`config.mk`:
```
export PLATFORM = sky130hd
export DESIGN_NAME = mem_arbiter
export DESIGN_NICKNAME = d
export VERILOG_FILES = /design/src/rtl/mem_arbiter.sv
export SDC_FILE = /design/constraint.sdc
export NUM_CORES = 1
export LEC_CHECK = 0
export CAP_MARGIN = 10
export CELL_PAD_IN_SITES_DETAIL_PLACEMENT = 1
export CELL_PAD_IN_SITES_GLOBAL_PLACEMENT = 1
export CORE_AREA = 3 3 325 327
export DETAILED_ROUTE_END_ITERATION = 6
export DIE_AREA = 0 0 328 330
export GPL_TIMING_DRIVEN = 0
export PLACE_DENSITY_LB_ADDON = 0.05
export SKIP_LAST_GASP = 1
export SYNTH_ARGS = -nofsm -noshare
export SYNTH_HDL_FRONTEND = slang
export SYNTH_SLANG_ARGS = --single-unit
```
`constraint.sdc`:
```
create_clock -name clk_i -period 2.1 [get_ports clk_i]
set_input_delay 0.21 -clock clk_i [delete_from_list [all_inputs] [get_ports clk_i]]
set_output_delay 0.21 -clock clk_i [all_outputs]
set_load 0.05 [all_outputs]
```
`src/rtl/mem_arbiter.sv`:
```
// Two-requester round-robin arbiter that shares one line-wide memory port
// between the icache (read-only) and the dcache (read/write).
// Only one transaction is in flight. The request is latched at acceptance
// and replayed to memory. The memory response is steered back to the
// requester that holds the grant.
module mem_arbiter #(
    parameter int LINE_BITS = 128,
    parameter int ADDR_BITS = 32
) (
    input  logic                 clk_i,
    input  logic                 rstn_i,
    input  logic                 ic_req_valid_i,
    output logic                 ic_req_ready_o,
    input  logic [ADDR_BITS-1:0] ic_addr_i,
    output logic                 ic_rsp_valid_o,
    input  logic                 ic_rsp_ready_i,
    output logic [LINE_BITS-1:0] ic_rsp_data_o,
    output logic [ADDR_BITS-1:0] ic_rsp_addr_o,
    input  logic                 dc_req_valid_i,
    output logic                 dc_req_ready_o,
    input  logic [ADDR_BITS-1:0] dc_addr_i,
    input  logic                 dc_we_i,
    input  logic [LINE_BITS-1:0] dc_data_wr_i,
    output logic                 dc_rsp_valid_o,
    input  logic                 dc_rsp_ready_i,
    output logic [LINE_BITS-1:0] dc_rsp_data_o,
    output logic [ADDR_BITS-1:0] dc_rsp_addr_o,
    output logic                 mem_req_valid_o,
    input  logic                 mem_req_ready_i,
    output logic [ADDR_BITS-1:0] mem_addr_o,
    output logic                 mem_we_o,
    output logic [LINE_BITS-1:0] mem_data_wr_o,
    input  logic                 mem_rsp_valid_i,
    output logic                 mem_rsp_ready_o,
    input  logic [LINE_BITS-1:0] mem_data_line_i,
    input  logic [ADDR_BITS-1:0] mem_rsp_addr_i,
    output logic                 err_o
);

    // Byte-offset bits inside a line; these are ignored by the line-address check.
    localparam int OFF_BITS = $clog2(LINE_BITS / 8);

    typedef enum logic [1:0] {ST_IDLE, ST_REQ, ST_RSP} state_t;

    // Grant encoding: 0 = icache, 1 = dcache.
    localparam logic GNT_IC = 1'b0;
    localparam logic GNT_DC = 1'b1;

    state_t                 state_q;
    logic                   grant_q;
    logic                   last_grant_q;
    logic [ADDR_BITS-1:0]   addr_q;
    logic                   we_q;
    logic [LINE_BITS-1:0]   wdata_q;
    logic                   mem_req_valid_q;
    logic                   err_q;

    logic ic_win;
    logic dc_win;
    logic in_idle;
    logic in_rsp;
    logic rsp_to_ic;
    logic rsp_to_dc;
    logic rsp_done;
    logic line_mismatch;
    logic unused_offset_bits;

    // Round-robin winner: on a tie, the side that did not win last time wins.
    assign ic_win = ic_req_valid_i && (!dc_req_valid_i || (last_grant_q == GNT_DC));
    assign dc_win = dc_req_valid_i && !ic_win;

    // Every output is forced low while reset is asserted, whatever the state.
    assign in_idle   = rstn_i && (state_q == ST_IDLE);
    assign in_rsp    = rstn_i && (state_q == ST_RSP);
    assign rsp_to_ic = in_rsp && (grant_q == GNT_IC);
    assign rsp_to_dc = in_rsp && (grant_q == GNT_DC);

    assign ic_req_ready_o = in_idle && ic_win;
    assign dc_req_ready_o = in_idle && dc_win;

    // The response path is combinational, so forwarding adds no cycles.
    assign ic_rsp_valid_o = rsp_to_ic && mem_rsp_valid_i;
    assign ic_rsp_data_o  = rsp_to_ic ? mem_data_line_i : '0;
    assign ic_rsp_addr_o  = rsp_to_ic ? mem_rsp_addr_i  : '0;
    assign dc_rsp_valid_o = rsp_to_dc && mem_rsp_valid_i;
    assign dc_rsp_data_o  = rsp_to_dc ? mem_data_line_i : '0;
    assign dc_rsp_addr_o  = rsp_to_dc ? mem_rsp_addr_i  : '0;

    assign mem_rsp_ready_o = (rsp_to_ic && ic_rsp_ready_i) || (rsp_to_dc && dc_rsp_ready_i);
    assign rsp_done        = mem_rsp_valid_i && mem_rsp_ready_o;

    // The request bus is driven only while a request is being presented, and is zero otherwise.
    assign mem_req_valid_o = rstn_i && mem_req_valid_q;
    assign mem_addr_o      = mem_req_valid_o ? addr_q  : '0;
    assign mem_we_o        = mem_req_valid_o && we_q;
    assign mem_data_wr_o   = mem_req_valid_o ? wdata_q : '0;

    assign err_o = rstn_i && err_q;

    assign line_mismatch      = mem_rsp_addr_i[ADDR_BITS-1:OFF_BITS] != addr_q[ADDR_BITS-1:OFF_BITS];
    assign unused_offset_bits = ^mem_rsp_addr_i[OFF_BITS-1:0];

    // Arbitration FSM: accept and latch in IDLE, present to memory in REQ,
    // and wait for the routed response handshake in RSP.
    always_ff @(posedge clk_i) begin
        if (!rstn_i) begin
            state_q         <= ST_IDLE;
            grant_q         <= GNT_IC;
            last_grant_q    <= GNT_DC;
            addr_q          <= '0;
            we_q            <= 1'b0;
            wdata_q         <= '0;
            mem_req_valid_q <= 1'b0;
            err_q           <= 1'b0;
        end else begin
            case (state_q)
                ST_IDLE: begin
                    if (mem_rsp_valid_i) begin
                        err_q <= 1'b1;
                    end
                    if (ic_win || dc_win) begin
                        grant_q         <= dc_win;
                        addr_q          <= dc_win ? dc_addr_i : ic_addr_i;
                        we_q            <= dc_win && dc_we_i;
                        wdata_q         <= dc_win ? dc_data_wr_i : '0;
                        mem_req_valid_q <= 1'b1;
                        state_q         <= ST_REQ;
                    end
                end
                ST_REQ: begin
                    if (mem_rsp_valid_i) begin
                        err_q <= 1'b1;
                    end
                    if (mem_req_ready_i) begin
                        mem_req_valid_q <= 1'b0;
                        state_q         <= ST_RSP;
                    end
                end
                ST_RSP: begin
                    if (rsp_done) begin
                        last_grant_q <= grant_q;
                        state_q      <= ST_IDLE;
                        if (line_mismatch) begin
                            err_q <= 1'b1;
                        end
                    end
                end
                default: begin
                    state_q         <= ST_IDLE;
                    mem_req_valid_q <= 1'b0;
                end
            endcase
        end
    end

endmodule
```
# Yosys cells after proc, flatten, opt, wreduce, memory -nomap -nowiden
# Index checks and enable logic that the tools add are counted.
# Widths: inputs -> output; s select.
[totals]
reg_bits = 167
inputBits = 361
output_inout_bits = 488
[op_classes]
n_eq_ne = 8
mux = 19
bitwise_logic = 2
n_reduce_logical = 30
[op_table]
columns = ["cell", "n"]
rows = [
  ["$mux 128", 4],
  ["$mux 32", 4],
  ["$ne 28x28->1", 1],
  ["$logic_and 1x1->1", 17],
  ["$mux 2", 3],
  ["$ne 2x2->1 const B", 3],
  ["$pmux 2 s3", 1],
  ["$reduce_and 3->1", 2],
  ["$mux 1", 5],
  ["$ne 2x1->1 const B", 2],
  ["$reduce_and 2->1", 2],
  ["$reduce_and 4->1", 1],
  ["$logic_or 1x1->1", 3],
  ["$pmux 1 s3", 1],
  ["$eq 2x1->1 const B", 1],
  ["$eq 2x2->1 const B", 1],
  ["$logic_not 1->1", 2],
  ["$logic_not 2->1", 1],
  ["$not 1->1", 2],
  ["$pmux 1 s2", 1],
  ["$reduce_bool 2->1", 1],
  ["$reduce_or 2->1", 1],
]

# Depth between registers and ports, before layout
# Gate-level depths: netlist of run 1.
[depth]
ltp_word = 8
ltp_mapped = 7
mapped_depth_nobuf = 4

# Worst setup path before layout of run 1
# No wires, ideal clock.
[synth_path]
path_type = "register to output"
startpoint = "reg state_q[0]"
endpoint = "out ic_rsp_addr_o[0]"
t_arrival_ps = 1811
t_required_ps = 1890
path_slack_ps = 79
path_stages_with_launch = 7
cell_sequence = "dfxtp_1 buf_2 nand3b_1 nor2_1 buf_2 clkbuf_1 and2_1"
[synth_via]
elab_chain_len = 4
[synth_lines]
columns = ["item", "line", "rtl"]
rows = [
  ["start, declared", "49", "state_t state_q;"],
  ["start signal, assigned", "107", "state_q <= ST_IDLE;"],
  ["start signal, assigned", "127", "state_q <= ST_REQ;"],
  ["start signal, assigned", "136", "state_q <= ST_RSP;"],
  ["$eq 2x2->1", "74", "assign in_rsp = rstn_i && (state_q == ST_RSP);"],
  ["$logic_and 1x1->1", "74", ""],
  ["$logic_and 1x1->1", "75", "assign rsp_to_ic = in_rsp && (grant_q == GNT_IC);"],
  ["$mux 32", "84", "assign ic_rsp_addr_o = rsp_to_ic ? mem_rsp_addr_i : '0;"],
  ["end, declared", "18", "output logic [ADDR_BITS-1:0] ic_rsp_addr_o,"],
]
# No other way between the ends.

# Worst setup path in the final report of run 1
[layout_path]
startpoint = "reg state_q[0]"
endpoint = "out dc_rsp_data_o[58]"
[layout_via]
elab_chain_len = 4
[layout_lines]
columns = ["item", "line", "rtl"]
rows = [
  ["$eq 2x2->1", "74", ""],
  ["$logic_and 1x1->1", "74", ""],
  ["$logic_and 1x1->1", "76", "assign rsp_to_dc = in_rsp && (grant_q == GNT_DC);"],
  ["$mux 128", "86", "assign dc_rsp_data_o = rsp_to_dc ? mem_data_line_i : '0;"],
  ["end, declared", "26", "output logic [LINE_BITS-1:0] dc_rsp_data_o,"],
]
# No other way between the ends.

==> reports/results.ini, run 1 <==
[floorplan]
num_rows = 118
die-width_um = 328
initial_core_util_pct = 9.67
die_h_um = 330
ioPinCount = 849
die_area_sq_um = 108000
core_area_sq_um = 103000

[drt]
wire_per_inst_um = 27.6
drt_wl_total_mm = 97.7
drt_iter0_drc = 519
routed_via_density = 3.62
vias = 12835
drtAntennaViolNets = 0
route.detailed.drc = 0
dr.pass1.iters = 4

[layout]
mostFrequentLayoutCells = 359 x clkdlybuf4s50_1, 236 x and2_1, 163 x dfxtp_1
final_cells = 3541
layout_commonest_cell = clkdlybuf4s50_1
fin_util_pct = 21.5
drive_above_1_share_pct = 33.8
layout.nets = 2496
syn_to_final_growth_pct = 122
post-route-cell-area_sq_um = 22200

[global_route]
grt_pass1_vias = 13580
grt_first_pass_wirelength_mm = 125
antenna_found_initial = 38
grtUsageTotal_pct = 17.1
overflow = 0
grt_max_degree = 20

[timing]
grt_setup_unrepaired = true
setup_violations = 415
fin_ws_ps = -205
final_hold_viol_count = 0
final_max_slew_viol_count = 0
worstMarginPinSlew_ps = 634
fmax_ghz = 0.434
fin_skew_ps = 21.0
finalCritPeriodShare_pct = 110
maxSlewHeadroom_pct = 57.7
min_period_ps = 2310

[place]
port_buffers = 847
gp_congestion = 0.916
dpl_cell_area_sq_um = 20200
hpwl_mm = 84.1
dp_cells = 3471

[run_status]
violations = setup timing
status = finished with violations

[yosys]
synth_warnings = 0
synth_cells = 1244
synth-edff-count = 0
syn_nets = 1605
netlist_area_sq_um = 9980
synth_cell_types = 31
synthFlopType = dfxtp_1
async_flop_share_pct = 0
avgSynthCellArea_sq_um = 8.02
synth-seq-area-share_pct = 33.5
synth-seq-cells = 167

[critical_path]
startpoint_type = register
critPathSlowestCell = dfxtp_4
cp_data_required_time_ps = 1890
timing.rr.start = state_q[0]
reg2reg_to = addr_q[3]
cp_cell_sequence = nand3b_1 -> buf_6 -> nor2_4 -> buf_8 -> buf_12 -> clkbuf_16 -> and2_4 -> buf_12
arrival_ps = 2100
worstPathMaxFanout = 8
rrSetupSlack_ps = 80
critPathCapture = dc_rsp_data_o[58]
worstSetupEndpointType = output port
startpoint = state_q[0]
worstSetupPathType = reg2out
cpPeakStageDelay_ps = 350
reg2regPathDepth = 8
cp_common_cell = buf_12

[clock_network]
clk_pin_slew_ps = 90
clockBufferDepth = 2
htreeDepth = 4
clk_latency_ps = 500
cts_sinks = 167
cts_made_buffers = 17
holdBufCountCts = 0
cts_tree = done
cts_root_buf = clkbuf_16

[min_path]
hp-start = dc_data_wr_i[75]
hold_path.class = in2reg

[pwr]
p_per_area_nw_per_um2 = 442
power_leakage_nw = 9.75
peakVddDrop_uv = 452

[run]
cap_violations = 0

-- power breakdown --
group	internal [mW]	switching (mW)	total, mW
Sequential	3.34	0.144	3.49
Clock	1.68	1.72	3.41
Combinational	1.27	1.64	2.92
Total	6.30	3.51	9.81
-- state kept, by name, summed over array words and instances (netlist names) --
register and flops:
addr_q 32, mem_req_valid_q 1, last_grant_q 1, err_q 1, we_q 1, state_q 2, wdata_q 128, grant_q 1
-- per-stage QoR --
step                power (mW)  setup slack (ps)  setup TNS, ps  hold WS (ps)
global route              10.3              -293         -96190           331
floorplan                 4.72              79.4              0           349
CTS                       9.98              -280        -126370           303
detailed placement        6.40             -2330        -878080           487
global placement          6.39             -2260        -856210           475
finish                    9.81              -205         -46190           353
-- cells in the mapped netlist, types with 2 or more instances --
master,instances,area (sq um)
dfxtp_1,167,3340
buf_6,10,113
nor2b_1,131,820
a22oi_1,129,968
nand3_1,32,160
xor2_1,28,245
a21boi_0,2,15.0
o211a_1,32,320
nand2_1,70,263
mux2i_1,2,20.0
clkbuf_1,111,417
o21ai_0,3,15.0
buf_1,3,11.3
and2_1,324,2030
and3_1,161,1010
nand4_1,2,12.5
nor2_1,9,33.8
nor4_1,7,43.8
buf_2,7,35.0
inv_1,2,7.51
nor3b_1,2,15.0
-- layer usage --
layer | GRT usage [%] | up-vias | part of all wire [%]
met4 | 3.47 | 42 | 1.7
met3 | 6.53 | 94 | 8.2
met5 | 0 | - | 0.27
met1 | 18.0 | 6220 | 37
met2 | 32.1 | 464 | 53
li1 | - | 6015 | -
-- critical path, delay by kind of cell (launching register included) --
family,cells,cell delay [ps]
DFF,1,350
buffers and inverters,5,760
and+or+nand+nor,3,450
-- worst min-delay path by stage --
stage | cells past startpoint | slack, ps | to
global route | 3 | 330 | wdata_q[75]
CTS | 3 | 300 | wdata_q[75]
global placement | 1 | 480 | addr_q[0]
detailed placement | 1 | 490 | addr_q[0]
finish | 3 | 350 | wdata_q[75]
floorplan | 2 | 350 | err_q
-- timing repair --
item	in CTS	in global routing
cloned	6	3
setup endpoints to repair	620	618
buffers inserted	14	7
pin swaps	3	18
gates resized for setup	2800	419
-- area by class of cell --
class,instances,area (sq um)
multi-input combinational,943,6300
sequential,167,3360
timing repair buffer,877,9130
fill,11935,81000
antenna,14,35.0
clock buffer,17,425
buffer,127,1040
tap,1380,1730
inverter,2,7.51
clock inverter,14,159
-- kinds of logic after synthesis --
logic type | after synthesis | synth area share [%]
buffers and inverters | 134 | 5.92
XOR/XNOR | 28 | 2.46
AO/OA/AOI/OAI | 172 | 13.6
multiplexers | 2 | 0.201
AND/OR/NAND/NOR | 741 | 44.3
flip-flops | 167 | 33.5
No activity file was read; power rests on OpenSTA's default activity.
==> inputs of run 2 (changes only) <==
Settings changed: GPL_ROUTABILITY_DRIVEN from default to 1.
==> results of run 2 <==
No change in the layout: final DEF, timing and power equal those of run 1.
==> inputs of run 3 (changes only) <==
Settings changed: CORE_AREA 3 3 325 327 to 2 2 333 335, DIE_AREA 0 0 328 330 to 0 0 335 337, REMOVE_ABC_BUFFERS from default to 1.
==> reports/results.ini, run 3 (synthesis results as in run 1) <==
[run_status]
status = finished with violations  ; unchanged
violations = setup timing  ; unchanged

[layout]
regMostFlops = wdata_q  ; unchanged
drive_above_1_share_pct = 39.0  ; was 33.8%
layout.nets = 2500  ; was 2496
mostFrequentLayoutCells = 359 x clkdlybuf4s50_1, 196 x and2_1, 163 x dfxtp_1  ; was 359 x clkdlybuf4s50_1, 236 x and2_1, 163 x dfxtp_1
layout_commonest_cell = clkdlybuf4s50_1  ; unchanged
largest_register_ff_count = 128  ; unchanged
syn_to_final_growth_pct = 138  ; was 122%
reg.largest.list = wdata_q x128, addr_q x32, state_q x2  ; unchanged
fin_util_pct = 21.7  ; was 21.5%
final_cells = 3596  ; was 3541

[drt]
route.top_layer_used = met5  ; unchanged
route.detailed.drc = 0  ; unchanged
wire_per_inst_um = 27.3  ; was 27.6 um
wl_met3_mm = 8.65  ; was 8.03 mm
dr.pass1.iters = 6  ; was 4
routed_via_density = 3.65  ; was 3.62
drtAntennaViolNets = 0  ; unchanged
vias = 13118  ; was 12835
drt_wl_total_mm = 98.1  ; was 97.7 mm
drt_iter0_drc = 409  ; was 519
wl_met2_mm = 54.4  ; was 51.4 mm
m1WireLength_mm = 33.3  ; was 36.3 mm

[place]
gp_congestion = 0.818  ; was 0.916
hpwl_mm = 74.4  ; was 84.1 mm
dp_cells = 3420  ; was 3471
port_buffers = 848  ; was 847
preCtsSetupSlack_ps = -2390  ; was -2330 ps

[clock_network]
clk_pin_slew_ps = 90  ; about the same
cts_made_buffers = 17  ; unchanged
cts_tree = done  ; unchanged
cts_root_buf = clkbuf_16  ; unchanged
htreeDepth = 4  ; unchanged
clk_latency_ps = 500  ; about the same
clockBufferDepth = 2  ; unchanged
cts_sinks = 167  ; unchanged
holdBufCountCts = 0  ; unchanged

[global_route]
grt_pass1_vias = 13183  ; was 13580
grt_first_pass_wirelength_mm = 121  ; was 125 mm
antenna_found_initial = 70  ; was 38
grt_max_degree = 88  ; was 20
overflow = 0  ; unchanged
grtUsageTotal_pct = 15.8  ; was 17.1%

[floorplan]
die_area_sq_um = 113000  ; was 108000 sq um
num_rows = 122  ; was 118
initial_core_util_pct = 9.11  ; was 9.67%
ioPinCount = 849  ; unchanged
core_area_sq_um = 110000  ; was 103000 sq um
die_h_um = 337  ; was 330 um
die-width_um = 335  ; was 328 um

[timing]
finalSetupTns_ps = -89050  ; was -46190 ps
maxSlewHeadroom_pct = 53.0  ; was 57.7%
grt_setup_unrepaired = true  ; unchanged
fin_skew_ps = 21.6  ; was 21.0 ps
final_hold_viol_count = 0  ; unchanged
setup_violations = 354  ; was 415
finalCritPeriodShare_pct = 119  ; was 110%
fin_ws_ps = -393  ; was -205 ps
min_period_ps = 2490  ; was 2310 ps
final_max_slew_viol_count = 0  ; unchanged
fmax_ghz = 0.401  ; was 0.434 GHz
worstMarginPinSlew_ps = 704  ; was 634 ps

[critical_path]
worstSetupEndpointType = output port  ; unchanged
startpoint_type = register  ; unchanged
cp_data_required_time_ps = 1890  ; about the same
cp_cell_sequence = nand3b_1 -> nor2_4 -> buf_12 -> buf_16 -> buf_16 -> buf_16 -> clkbuf_16 -> and2_1 -> buf_6  ; was nand3b_1 -> buf_6 -> nor2_4 -> buf_8 -> buf_12 -> clkbuf_16 -> and2_4 -> buf_12
worstPathMaxFanout = 7  ; was 8
arrival_ps = 2280  ; was 2100 ps
worstSetupPathType = reg2out  ; unchanged
path_delay_family = buffers and inverters  ; unchanged
critPathSlowestCell = dfxtp_4  ; unchanged
cp_common_cell = buf_16  ; was buf_12
cpPeakStageDelay_ps = 350  ; about the same
cp_num_buf_inv = 6  ; was 5

[min_path]
hold_path.class = in2reg  ; unchanged

[pwr]
p_per_area_nw_per_um2 = 432  ; was 442 nW/um^2
peakVddDrop_uv = 608  ; was 452 uV
power_leakage_nw = 10.7  ; was 9.75 nW

[run]
cap_violations = 0  ; unchanged

[run 3: routing by layer]
metal / GRT usage, % / vias up
li1: - / 6033
met1: 14.9 / 6359
met2: 30.5 / 542
met3: 7.29 / 142
met4: 3.74 / 42
met5: 0 / -
[run 3: final timing paths]
kind	slack (ps)	to	startpoint	cells past startpoint
worst min register to register	500	addr_q[1]	addr_q[1]	1
worst min-delay path	100	we_q	rstn_i	2
worst max register to register	140	addr_q[0]	state_q[1]	9
worst max-delay path	-390	dc_rsp_data_o[96]	state_q[0]	9
[run 3: report_power, final]
part	switching, mW	leakage (nW)	internal (mW)	total, mW
sequential	0.127	1.36	3.34	3.47
combinational	1.68	9.00	1.57	3.24
clock	1.84	0.293	1.72	3.56
[run 3: through the flow]
stage	hold WS, ps	power (mW)	instance area [sq um]
3_5_place_dp	482	6.41	20400
5_1_grt	80.3	10.9	23800
3_3_place_gp	476	6.27	19700
6_report	103	10.3	23800
2_1_floorplan	272	4.59	9400
4_1_cts	51.3	10.2	21000
[run 3: what timing repair did]
action | in CTS | in global routing
setup buffers | 15 | 79
pin swaps | 3 | 34
gates resized for setup | 1611 | 1653
cloned | 9 | 25
endpoints found under the setup margin | 596 | 546
[run 3: final cells by class]
| type | instances | area (sq um) |
|---|---|---|
| timing repair buffer | 1007 | 11400 |
| inverter | 2 | 7.51 |
| fill | 12545 | 85800 |
| clock buffer | 17 | 425 |
| multi-input combinational | 944 | 6600 |
| clock inverter | 15 | 185 |
| tap | 1426 | 1780 |
| antenna | 18 | 45.0 |
| sequential | 167 | 3360 |
